File: src/rtl/rect_flip_engine.sv
// Bit-matrix engine: LOAD/CLEAR/CORNERS finish in one cycle (done next cycle); FILL sweeps one row per cycle.
// cmd_ready drops for the k rows of a FILL sweep; a command offered meanwhile waits until it is accepted.
module rect_flip_engine #(
  parameter int ROWS = 4,
  parameter int COLS = 4,
  localparam int RW = ($clog2(ROWS) > 1) ? $clog2(ROWS) : 1,
  localparam int CW = ($clog2(COLS) > 1) ? $clog2(COLS) : 1
) (
  input  logic                 clk,
  input  logic                 reset,
  input  logic                 cmd_valid,
  output logic                 cmd_ready,
  input  logic [1:0]           cmd_op,
  input  logic [RW-1:0]        cmd_r1,
  input  logic [RW-1:0]        cmd_r2,
  input  logic [CW-1:0]        cmd_c1,
  input  logic [CW-1:0]        cmd_c2,
  input  logic [ROWS*COLS-1:0] load_data,
  output logic [ROWS*COLS-1:0] m_out,
  output logic                 done,
  output logic                 err,
  output logic                 corners_equal
);
  localparam int N = ROWS * COLS;

  typedef enum logic {IDLE, SWEEP} state_t;
  typedef enum logic [1:0] {OP_LOAD = 2'b00, OP_CORNERS = 2'b01, OP_FILL = 2'b10, OP_CLEAR = 2'b11} op_t;

  state_t        state;
  logic [RW-1:0] row_cnt, rhi;
  logic [CW-1:0] clo, chi;

  logic [N-1:0]  corner_mask, row_mask;
  logic [3:0]    corner_bits;
  logic          in_range, corners_same;

  // Out-of-range coordinates yield an empty mask / zero bit rather than an illegal index.
  function automatic logic [N-1:0] cell_mask(input int r, input int c);
    logic [N-1:0] m;
    m = '0;
    if (r < ROWS && c < COLS) m[N-1-(r*COLS+c)] = 1'b1;
    return m;
  endfunction

  function automatic logic cell_bit(input logic [N-1:0] m, input int r, input int c);
    return |(m & cell_mask(r, c));
  endfunction

  assign cmd_ready = (state == IDLE) && !reset;

  always_comb begin
    in_range     = 1'b0;
    corner_mask  = '0;
    corner_bits  = '0;
    corners_same = 1'b0;
    row_mask     = '0;
    in_range = (int'(cmd_r1) < ROWS) && (int'(cmd_r2) < ROWS) &&
               (int'(cmd_c1) < COLS) && (int'(cmd_c2) < COLS);
    corner_mask = cell_mask(int'(cmd_r1), int'(cmd_c1)) | cell_mask(int'(cmd_r1), int'(cmd_c2)) |
                  cell_mask(int'(cmd_r2), int'(cmd_c1)) | cell_mask(int'(cmd_r2), int'(cmd_c2));
    corner_bits = {cell_bit(m_out, int'(cmd_r1), int'(cmd_c1)), cell_bit(m_out, int'(cmd_r1), int'(cmd_c2)),
                   cell_bit(m_out, int'(cmd_r2), int'(cmd_c1)), cell_bit(m_out, int'(cmd_r2), int'(cmd_c2))};
    corners_same = (corner_bits == 4'b0000) || (corner_bits == 4'b1111);
    for (int c = 0; c < COLS; c++) begin
      if (c >= int'(clo) && c <= int'(chi)) row_mask = row_mask | cell_mask(int'(row_cnt), c);
    end
  end

  always_ff @(posedge clk or posedge reset) begin
    if (reset) begin
      state         <= IDLE;
      row_cnt       <= '0;
      rhi           <= '0;
      clo           <= '0;
      chi           <= '0;
      m_out         <= '0;
      done          <= 1'b0;
      err           <= 1'b0;
      corners_equal <= 1'b0;
    end else begin
      done <= 1'b0;
      err  <= 1'b0;
      case (state)
        IDLE: begin
          if (cmd_valid) begin
            case (op_t'(cmd_op))
              OP_LOAD: begin
                m_out <= load_data;
                done  <= 1'b1;
              end
              OP_CLEAR: begin
                m_out <= '0;
                done  <= 1'b1;
              end
              OP_CORNERS: begin
                done <= 1'b1;
                if (!in_range) begin
                  err <= 1'b1;
                end else begin
                  m_out         <= m_out ^ corner_mask;
                  corners_equal <= corners_same;
                end
              end
              default: begin
                if (!in_range) begin
                  err  <= 1'b1;
                  done <= 1'b1;
                end else begin
                  corners_equal <= corners_same;
                  row_cnt       <= (cmd_r1 < cmd_r2) ? cmd_r1 : cmd_r2;
                  rhi           <= (cmd_r1 < cmd_r2) ? cmd_r2 : cmd_r1;
                  clo           <= (cmd_c1 < cmd_c2) ? cmd_c1 : cmd_c2;
                  chi           <= (cmd_c1 < cmd_c2) ? cmd_c2 : cmd_c1;
                  state         <= SWEEP;
                end
              end
            endcase
          end
        end
        default: begin
          m_out <= m_out ^ row_mask;
          if (row_cnt == rhi) begin
            state <= IDLE;
            done  <= 1'b1;
          end else begin
            row_cnt <= row_cnt + 1'b1;
          end
        end
      endcase
    end
  end
endmodule

File: config.mk
export PLATFORM = sky130hd
export DESIGN_NAME = rect_flip_engine
export DESIGN_NICKNAME = d
export VERILOG_FILES = /design/src/rtl/rect_flip_engine.sv
export SDC_FILE = /design/constraint.sdc
export NUM_CORES = 1
export LEC_CHECK = 0
export BUFFER_PORTS_ARGS = -buffer_cell sky130_fd_sc_hd__buf_2
export CAP_MARGIN = 20
export CORE_AREA = 8 8 83 85
export CTS_CLUSTER_SIZE = 40
export DETAILED_ROUTE_END_ITERATION = 12
export DIE_AREA = 0 0 91 93
export HOLD_SLACK_MARGIN = 0.1
export MAX_ROUTING_LAYER = met4
export PLACE_DENSITY = 0.83
export RECOVER_POWER = 25
export SLEW_MARGIN = 40
export SYNTH_ARGS = -nofsm -noshare
export SYNTH_HDL_FRONTEND = slang
export SYNTH_SLANG_ARGS = --single-unit
File: constraint.sdc
create_clock -name clk -period 3.19 [get_ports clk]
set_input_delay 0.4785 -clock clk [delete_from_list [all_inputs] [get_ports clk]]
set_output_delay 0.4785 -clock clk [all_outputs]
set_load 0.1 [all_outputs]
==> flow_summary.toml, run 1 <==
[worst_setup_path]
critPathLaunchType = "input pin"
crit_type = "in2reg"
crit_fanout = 7
crit_required_ps = 3390
critPathArrivalTime_ps = 3070
critPathCaptureType = "register"

[synth]
yosysTopAreaCellShare_pct = 20.0
synth.cell_area_um2 = 3390
synth_edf_count = 0
synth.area.top_cells = "dfrtp_1, ha_1, xnor2_1"
yosysSeqAreaShare_pct = 20.0
avgSynthCellArea_um2 = 7.63
synthFlopType = "dfrtp_1"
synth_nets = 502
synth_cell_type_count = 50
yosysTopAreaCell = "dfrtp_1"
synth_cells = 444
async_reset_ff_share_pct = 100
ys_seq_elements = 27
yosysWarnings = 0

[clocking]
root_buffer = "clkbuf_8"
cts_tree = "done"
cts_max_level = 1
worstSkewPairLatency_ps = 280
postCtsHoldBufs = 0
cts_num_sinks = 27
cts_buffers = 3
cts_resized = 0
cts_buffer_depth = 2
postCtsSetupBuffers = 0
clk_pin_slew_ps = 100

[floorplanning]
ios = 49
start_util_pct = 59.7
die-area_um2 = 8460
core_area_um2 = 5680
core.rowCount = 28
die_h_um = 93
fp.dieW_um = 91

[sta]
worstMarginPinSlew_ps = 1090
finalSetupTns_ps = 0
setup_viol = 0
min_period_ps = 2870
hold_viol = 0
relSlewSlack_pct = 27.3
rsz0062_at_grt = "no"
setup_ws_ps = 323
slew_viol_final = 0
clock_skew_ps = 5.10
period_share_pct = 89.9
fmax_mhz = 349

[cells_and_area]
seqCellArea_um2 = 676
layout.nets = 541
fillers = 513
layout-drive-gt1-share_pct = 17.6
area_delta_synth_final_pct = 11.6
diodes = 0
fin_area_um2 = 3780
multi_input_area_um2 = 2480

[route]
wl_um = 10800
vias = 3643
drc = 0
drt_iter0_drc = 548
post_drt_wl_per_cell_um = 19.3
detail-route-antenna-nets = 0
drtPass1Iterations = 7
viasPerCell = 6.54

[power_and_ir_drop]
cellLeakagePower_nw = 1.65
peakVddDrop_mv = 0.652
powerDensity_nw_per_um2 = 944

[flow_run]
maxCapViolations = 0

[placed_design]
hpwlAfterDp_um = 8320
place_ws_ps = 63.0
place_area_um2 = 3730
gp_congestion = 1.09
port_buffers = 47

[global_routing]
grt_pass1_wl_um = 17400
grt_remaining_overflow = 0
track_usage_pct = 25.6
grt_max_degree = 28
grt_pass1_vias = 3371
antenna_found_initial = 0

[outcome]
outcome = "finished clean"

[worst_hold_path]
hp-class = "in2async"
[cell usage after synthesis, types with 11 or more instances]
cell      number
xor2_1        16
o21ai_0       34
mux2i_1       11
nor2_1        33
nand2_1       30
xnor2_1       22
nand3_1       18
dfrtp_1       27
a32oi_1       11
inv_1         20
clkbuf_1      23
nand4_1       13
a21oi_1       31
ha_1          29
o22ai_1       17
[cells in the final DEF, fill, tap and decap left out, drive strengths merged, types with 7 or more instances in the layout]
cell type | Yosys | routed
o21ai | 34 | 34
mux2i | 11 | 11
inv | 20 | 20
a21oi | 31 | 31
xor2 | 16 | 16
nor2 | 34 | 34
a211oi | 8 | 8
buf | 13 | 70
nand2b | 9 | 9
a21boi | 7 | 7
dfrtp | 27 | 27
xnor2 | 22 | 22
nand2 | 30 | 30
o22ai | 17 | 17
a32oi | 11 | 11
nand4 | 13 | 13
ha | 29 | 29
a31oi | 7 | 7
nand3 | 18 | 18
[where the power goes]
part           switching, mW  internal (mW)  leakage [nW]  total (mW)
Combinational           1.73          0.714          1.31        2.44
Sequential             0.413          0.512         0.318       0.925
Clock                  0.111         0.0896        0.0228       0.200
Total                   2.25           1.32          1.65        3.57
[logic make-up after synthesis]
group | Yosys count | synth area share (%)
AOI/OAI and AO/OA | 148 | 28.3
and+or+nand+nor | 129 | 18.5
buffers and inverters | 56 | 6.98
xor gates and xnor gates | 38 | 9.83
adders and majority gates | 29 | 10.7
DFF | 27 | 20.0
muxes | 16 | 5.58
other | 1 | 0.111
[per-stage QoR]
| stage | power [mW] | hold WS [ps] | utilization [%] | instances |
|---|---|---|---|---|
| 6_report | 3.57 | 466 | 66.6 | 557 |
| 5_1_grt | 3.77 | 487 | 66.6 | 557 |
| 4_1_cts | 3.53 | 295 | 66.6 | 557 |
| 3_5_place_dp | 3.33 | 523 | 65.8 | 553 |
| 3_3_place_gp | 3.28 | 489 | 65.8 | 553 |
| 2_1_floorplan | 2.77 | 467 | - | 444 |
[state kept, by name, indices dropped and copies added (netlist names)]
name,count
chi,2
clo,2
corners_equal,1
done,1
m_out,16
rhi,2
row_cnt,2
state,1
[critical path: stages]
cell and delay, ps:
buf_2 170, inv_1 130, ha_1 240, or3_1 390, and2_1 200, a311oi_1 260
a211oi_1 90, o41a_1 460, or4_1 480, a31oi_1 170
[worst paths after layout]
check | start | end | slack [ps] | depth (start not counted)
max in group asynchronous | reset | state | 2060 | 2
worst max register to register | m_out[5] | corners_equal | 900 | 7
worst min-delay path | reset | m_out[5] | 470 | 2
worst min register to register | clo[0] | clo[0] | 540 | 2
worst max-delay path | cmd_c2[1] | corners_equal | 320 | 10
min in group clk | load_data[12] | m_out[12] | 470 | 3
[final cells by class]
type | instances | area share, %
repair buffers | 70 | 10.8
inverters | 20 | 1.99
well taps | 75 | 2.48
flip-flops and latches | 27 | 17.9
clock buffers | 4 | 1.19
multi-input cells | 361 | 65.7
[metal layers]
metal / wire length, um / GRT usage [%] / up-vias
met5: 0 / - / -
met4: 388 / 10.4 / 0
met3: 1090 / 4.33 / 45
met2: 4870 / 39.2 / 242
met1: 4410 / 33.1 / 1668
li1: - / - / 1688
Note: power is estimated with default switching activity, not from simulation.
==> inputs of run 2 (changes only) <==
BUFFER_PORTS_ARGS = -buffer_cell sky130_fd_sc_hd__buf_4   (was -buffer_cell sky130_fd_sc_hd__buf_2)
RECOVER_POWER = not set   (was 25)
==> flow_summary.toml, run 2 (synthesis results as in run 1) <==
[global_routing]
grt-busiest-layer = "met2"
grt_pass1_wl_um = 18100
use_met2_pct = 41.8
antenna_found_initial = 0
grt_pass1_vias = 3376
grtUsageMet3_pct = 4.49
track_usage_pct = 26.9
use_met1_pct = 35.1
grt_max_degree = 28
grt_remaining_overflow = 0

[flow_run]
maxCapViolations = 0

[power_and_ir_drop]
p_total_mw = 3.72
peakVddDrop_mv = 0.904
pwr-share-seq_pct = 24.3
cellLeakagePower_nw = 1.70
switching_power_mw = 2.31
p_clk_share_pct = 5.4
powerDensity_nw_per_um2 = 952
switching_share_pct = 62.0
internal-power_mw = 1.41
pwr-share-comb_pct = 70.3

[floorplanning]
core_area_um2 = 5680
die-area_um2 = 8460
fp.dieW_um = 91
core.rowCount = 28
ios = 49
start_util_pct = 59.7
die_h_um = 93

[clocking]
cts_buffers = 3
worstSkewPairLatency_ps = 280
cts_buffer_depth = 2
cts_max_level = 1
cts_num_sinks = 27
root_buffer = "clkbuf_8"
cts_tree = "done"
cts_resized = 0
postCtsHoldBufs = 0
clk_pin_slew_ps = 90
postCtsSetupBuffers = 0

[placed_design]
hpwlAfterDp_um = 8860
place_ws_ps = 77.0
port_buffers = 47
gp_congestion = 1.01

[cells_and_area]
area_delta_synth_final_pct = 15.5
final_common_cell = "buf_4"
seqCellArea_um2 = 676
largest_reg_flops = 16
diodes = 0
layout.nets = 543
layout_common_cells = "buf_4, o21ai_0, nor2_1, a21oi_1, nand2_1"
regMostFlops = "m_out"
layout-drive-gt1-share_pct = 18.2
multi_input_area_um2 = 2480
fillers = 510

[worst_setup_path]
critPathArrivalTime_ps = 3010
crit_fanout = 9
critPathLaunchType = "input pin"
critPathCaptureType = "register"
slowest_delay_ps = 360
crit_required_ps = 3360
crit_type = "in2reg"
critPathSlowestCell = "a21oi_1"
cp_cell_sequence = "buf_4 > ha_1 > buf_4 > a21o_1 > a21oi_1 > xnor2_1 > a21oi_1 > a32oi_1 > o22ai_1 > xnor2_1 > a211oi_1"

[sta]
period_share_pct = 89.0
rsz0062_at_grt = "no"
worstMarginPinSlew_ps = 715
min_period_ps = 2840
setup_viol = 0
fmax_mhz = 352
hold_viol = 0
relSlewSlack_pct = 51.9
clock_skew_ps = 4.75
setup_ws_ps = 351
slew_viol_final = 0
finalSetupTns_ps = 0

[route]
post_drt_wl_per_cell_um = 20.4
vias = 3713
drt_iter0_drc = 561
drc = 0
viasPerCell = 6.64
wl_um = 11400
drtPass1Iterations = 6
detail-route-antenna-nets = 0

[worst_hold_path]
hp-class = "in2async"

[outcome]
outcome = "finished clean"
run 2: changes by cell type in the layout (fill, tap and decap cells not counted):
cell / previous run / this run
buf_4: 23 / 72
inv_1: 20 / 19
inv_2: 0 / 1
buf_2: 47 / 0
run 2: power by group through the flow:
stage,Sequential (mW),Combinational [mW],Clock [mW]
global route,0.921,2.77,0.214
finish,0.905,2.62,0.200
floorplan,1.49,1.28,0
CTS,0.889,2.59,0.202
global placement,0.890,2.55,0
detailed placement,0.895,2.58,0
run 2: metrics by stage:
step	hold slack (ps)	area, um2	util [%]	cells
after floorplan	467	3400	-	444
after global placement	486	3870	68.1	555
after detailed placement	494	3870	68.1	555
after CTS	288	3910	68.9	559
after global routing	315	3910	68.9	559
final	264	3910	68.9	559
run 2: final cells by class:
type	count	share of cell area [%]
clock buffers	4	1.15
inverters	20	1.92
multi-input cells	361	63.4
flip-flops and latches	27	17.3
well taps	75	2.40
repair buffers	72	13.8
run 2: worst paths after layout:
kind | startpoint | end | slack [ps] | cells past startpoint
max | cmd_r1[0] | m_out[15] | 350 | 11
min | reset | m_out[3] | 260 | 2
max reg2reg | m_out[3] | corners_equal | 820 | 7
min reg2reg | clo[0] | clo[0] | 510 | 2
max in group asynchronous | reset | chi[0] | 2530 | 2
min in group clk | load_data[12] | m_out[12] | 440 | 3
run 2: worst max-delay path: cells and delay by family:
family	cells	cell delay (ps)
compound gates	6	1640
fa+ha+maj	1	350
buf+inv	2	330
xor+xnor	2	180
run 2: routing by layer:
metal	part of all wire (%)	wire length, um	up-vias
met2	45	5140	258
met5	0	0	-
met4	2.6	293	0
met3	11	1270	34
li1	-	-	1695
met1	41	4700	1726
==> inputs of run 3 (changes only) <==
CELL_PAD_IN_SITES_DETAIL_PLACEMENT = 0   (was not set)
CELL_PAD_IN_SITES_GLOBAL_PLACEMENT = 1   (was not set)
CORE_AREA = 8 8 95 97   (was 8 8 83 85)
DIE_AREA = 0 0 103 105   (was 0 0 91 93)
PLACE_DENSITY = 0.84   (was 0.83)
==> flow_summary.toml, run 3 (synthesis results as in run 1) <==
[outcome]
outcome = "finished clean"

[sta]
setup_viol = 0
min_period_ps = 2820
slew_viol_final = 0
hold_viol = 0
clock_skew_ps = 15.8
rsz0062_at_grt = "no"
fmax_mhz = 354
finalSetupTns_ps = 0
relSlewSlack_pct = 49.7
period_share_pct = 88.4
worstMarginPinSlew_ps = 747

[global_routing]
track_usage_pct = 22.7
use_met1_pct = 30.9
antenna_found_initial = 0
grt_remaining_overflow = 0
grt_pass1_wl_um = 18700
grt_pass1_vias = 3340
grtUsageMet3_pct = 3.45
grt-busiest-layer = "met2"
grt_max_degree = 28
use_met2_pct = 34.3

[worst_setup_path]
cp_num_buf_inv = 3
crit_fanout = 7
critPathLaunchType = "input pin"
critPathArrivalTime_ps = 3030
reg2reg_from = "m_out[14]"
crit_required_ps = 3400
slowest_delay_ps = 520
crit_type = "in2reg"
cp_top_family = "compound AO/OA/AOI/OAI gates"
cp_cell_sequence = "buf_4 > inv_1 > ha_1 > buf_4 > xnor2_1 > a21oi_1 > o21ai_0 > nand4_1 > o41a_1 > or4_1 > a31oi_1"
timing.critical_path.mode_cell = "buf_4"
critPathSlowestCell = "or4_1"
critPathCaptureType = "register"
crit_path_start = "cmd_r1[0]"

[clocking]
cts_max_level = 1
root_buffer = "clkbuf_8"
cts_resized = 0
cts_num_sinks = 27
cts_buffer_depth = 2
cts_tree = "done"
postCtsSetupBuffers = 0
postCtsHoldBufs = 0
cts_buffers = 3
clk_pin_slew_ps = 100
worstSkewPairLatency_ps = 280

[floorplanning]
die-area_um2 = 10800
start_util_pct = 45.0
die_h_um = 105
core_area_um2 = 7530
core.rowCount = 32
ios = 49
fp.dieW_um = 103

[cells_and_area]
layout_common_cells = "buf_4, o21ai_0, nor2_1, a21oi_1, nand2_1"
seqCellArea_um2 = 676
regMostFlops = "m_out"
fin_cells = 586
layout-drive-gt1-share_pct = 18.2
fillers = 773
layout.nets = 543
fin_area_um2 = 3950
multi_input_area_um2 = 2480
diodes = 0
area_delta_synth_final_pct = 16.5
final_common_cell = "buf_4"
largest_reg_flops = 16

[route]
wl_um = 12000
viasPerCell = 6.16
vias = 3610
post_drt_wl_per_cell_um = 20.4
drc = 0
detail-route-antenna-nets = 0
drtPass1Iterations = 5
drt_iter0_drc = 294

[power_and_ir_drop]
internal-power_mw = 1.40
pwr-share-seq_pct = 25.3
cellLeakagePower_nw = 1.70
pwr-share-comb_pct = 69.3
switching_power_mw = 2.31
switching_share_pct = 62.2
p_clk_share_pct = 5.4
peakVddDrop_mv = 0.499
powerDensity_nw_per_um2 = 940

[placed_design]
hpwlAfterDp_um = 9280
place_area_um2 = 3900
gp_congestion = 0.935
numPlacedInstances = 582
port_buffers = 47

[worst_hold_path]
hp-class = "in2async"

[flow_run]
maxCapViolations = 0
run 3: cell counts in the layout (fill, tap and decap cells not counted):
Identical to the previous run, type by type.
run 3: layer usage:
metal  vias up  share of wire, %  wire, um
met5         -                 0         0
met4         0               2.2       259
met3        25               8.1       975
met2       175                45      5350
met1      1714                45      5390
li1       1696                 -         -
run 3: worst paths after layout:
check	cells after the start	endpoint	slack (ps)
worst min-delay path	2	m_out[15]	260
min in group clk	3	m_out[12]	450
max in group asynchronous	2	done	2510
worst max register to register	7	corners_equal	860
worst min register to register	2	clo[0]	530
worst max-delay path	11	corners_equal	370
run 3: area by class of cell:
cell class | instances | area share, %
sequential | 27 | 17.1
timing repair buffer | 72 | 13.7
tap | 102 | 3.24
clock buffer | 4 | 1.14
inverter | 20 | 1.90
multi-input combinational | 361 | 62.9
run 3: worst reg2reg max path, stage by stage, from the launching register on:
cell	delay [ps]
dfrtp_1	550
mux2i_1	220
nor3_1	70
a31oi_1	150
nand4_1	110
o41a_1	460
or4_1	520
a31oi_1	180
run 3: per-stage QoR:
stage,util (%),hold slack (ps),total power [mW],setup slack [ps]
floorplan,-,467,2.77,2.95
global placement,51.8,490,3.47,131
detailed placement,51.8,502,3.48,110
CTS,52.4,290,3.69,403
global route,52.4,322,3.92,152
finish,52.4,258,3.71,369
run 3: power groups by stage:
stage / clock network [mW] / registers [mW] / logic (mW)
floorplan: 0 / 1.49 / 1.28
global placement: 0 / 0.932 / 2.54
detailed placement: 0 / 0.933 / 2.55
CTS: 0.206 / 0.928 / 2.56
global route: 0.221 / 0.964 / 2.74
finish: 0.201 / 0.938 / 2.57
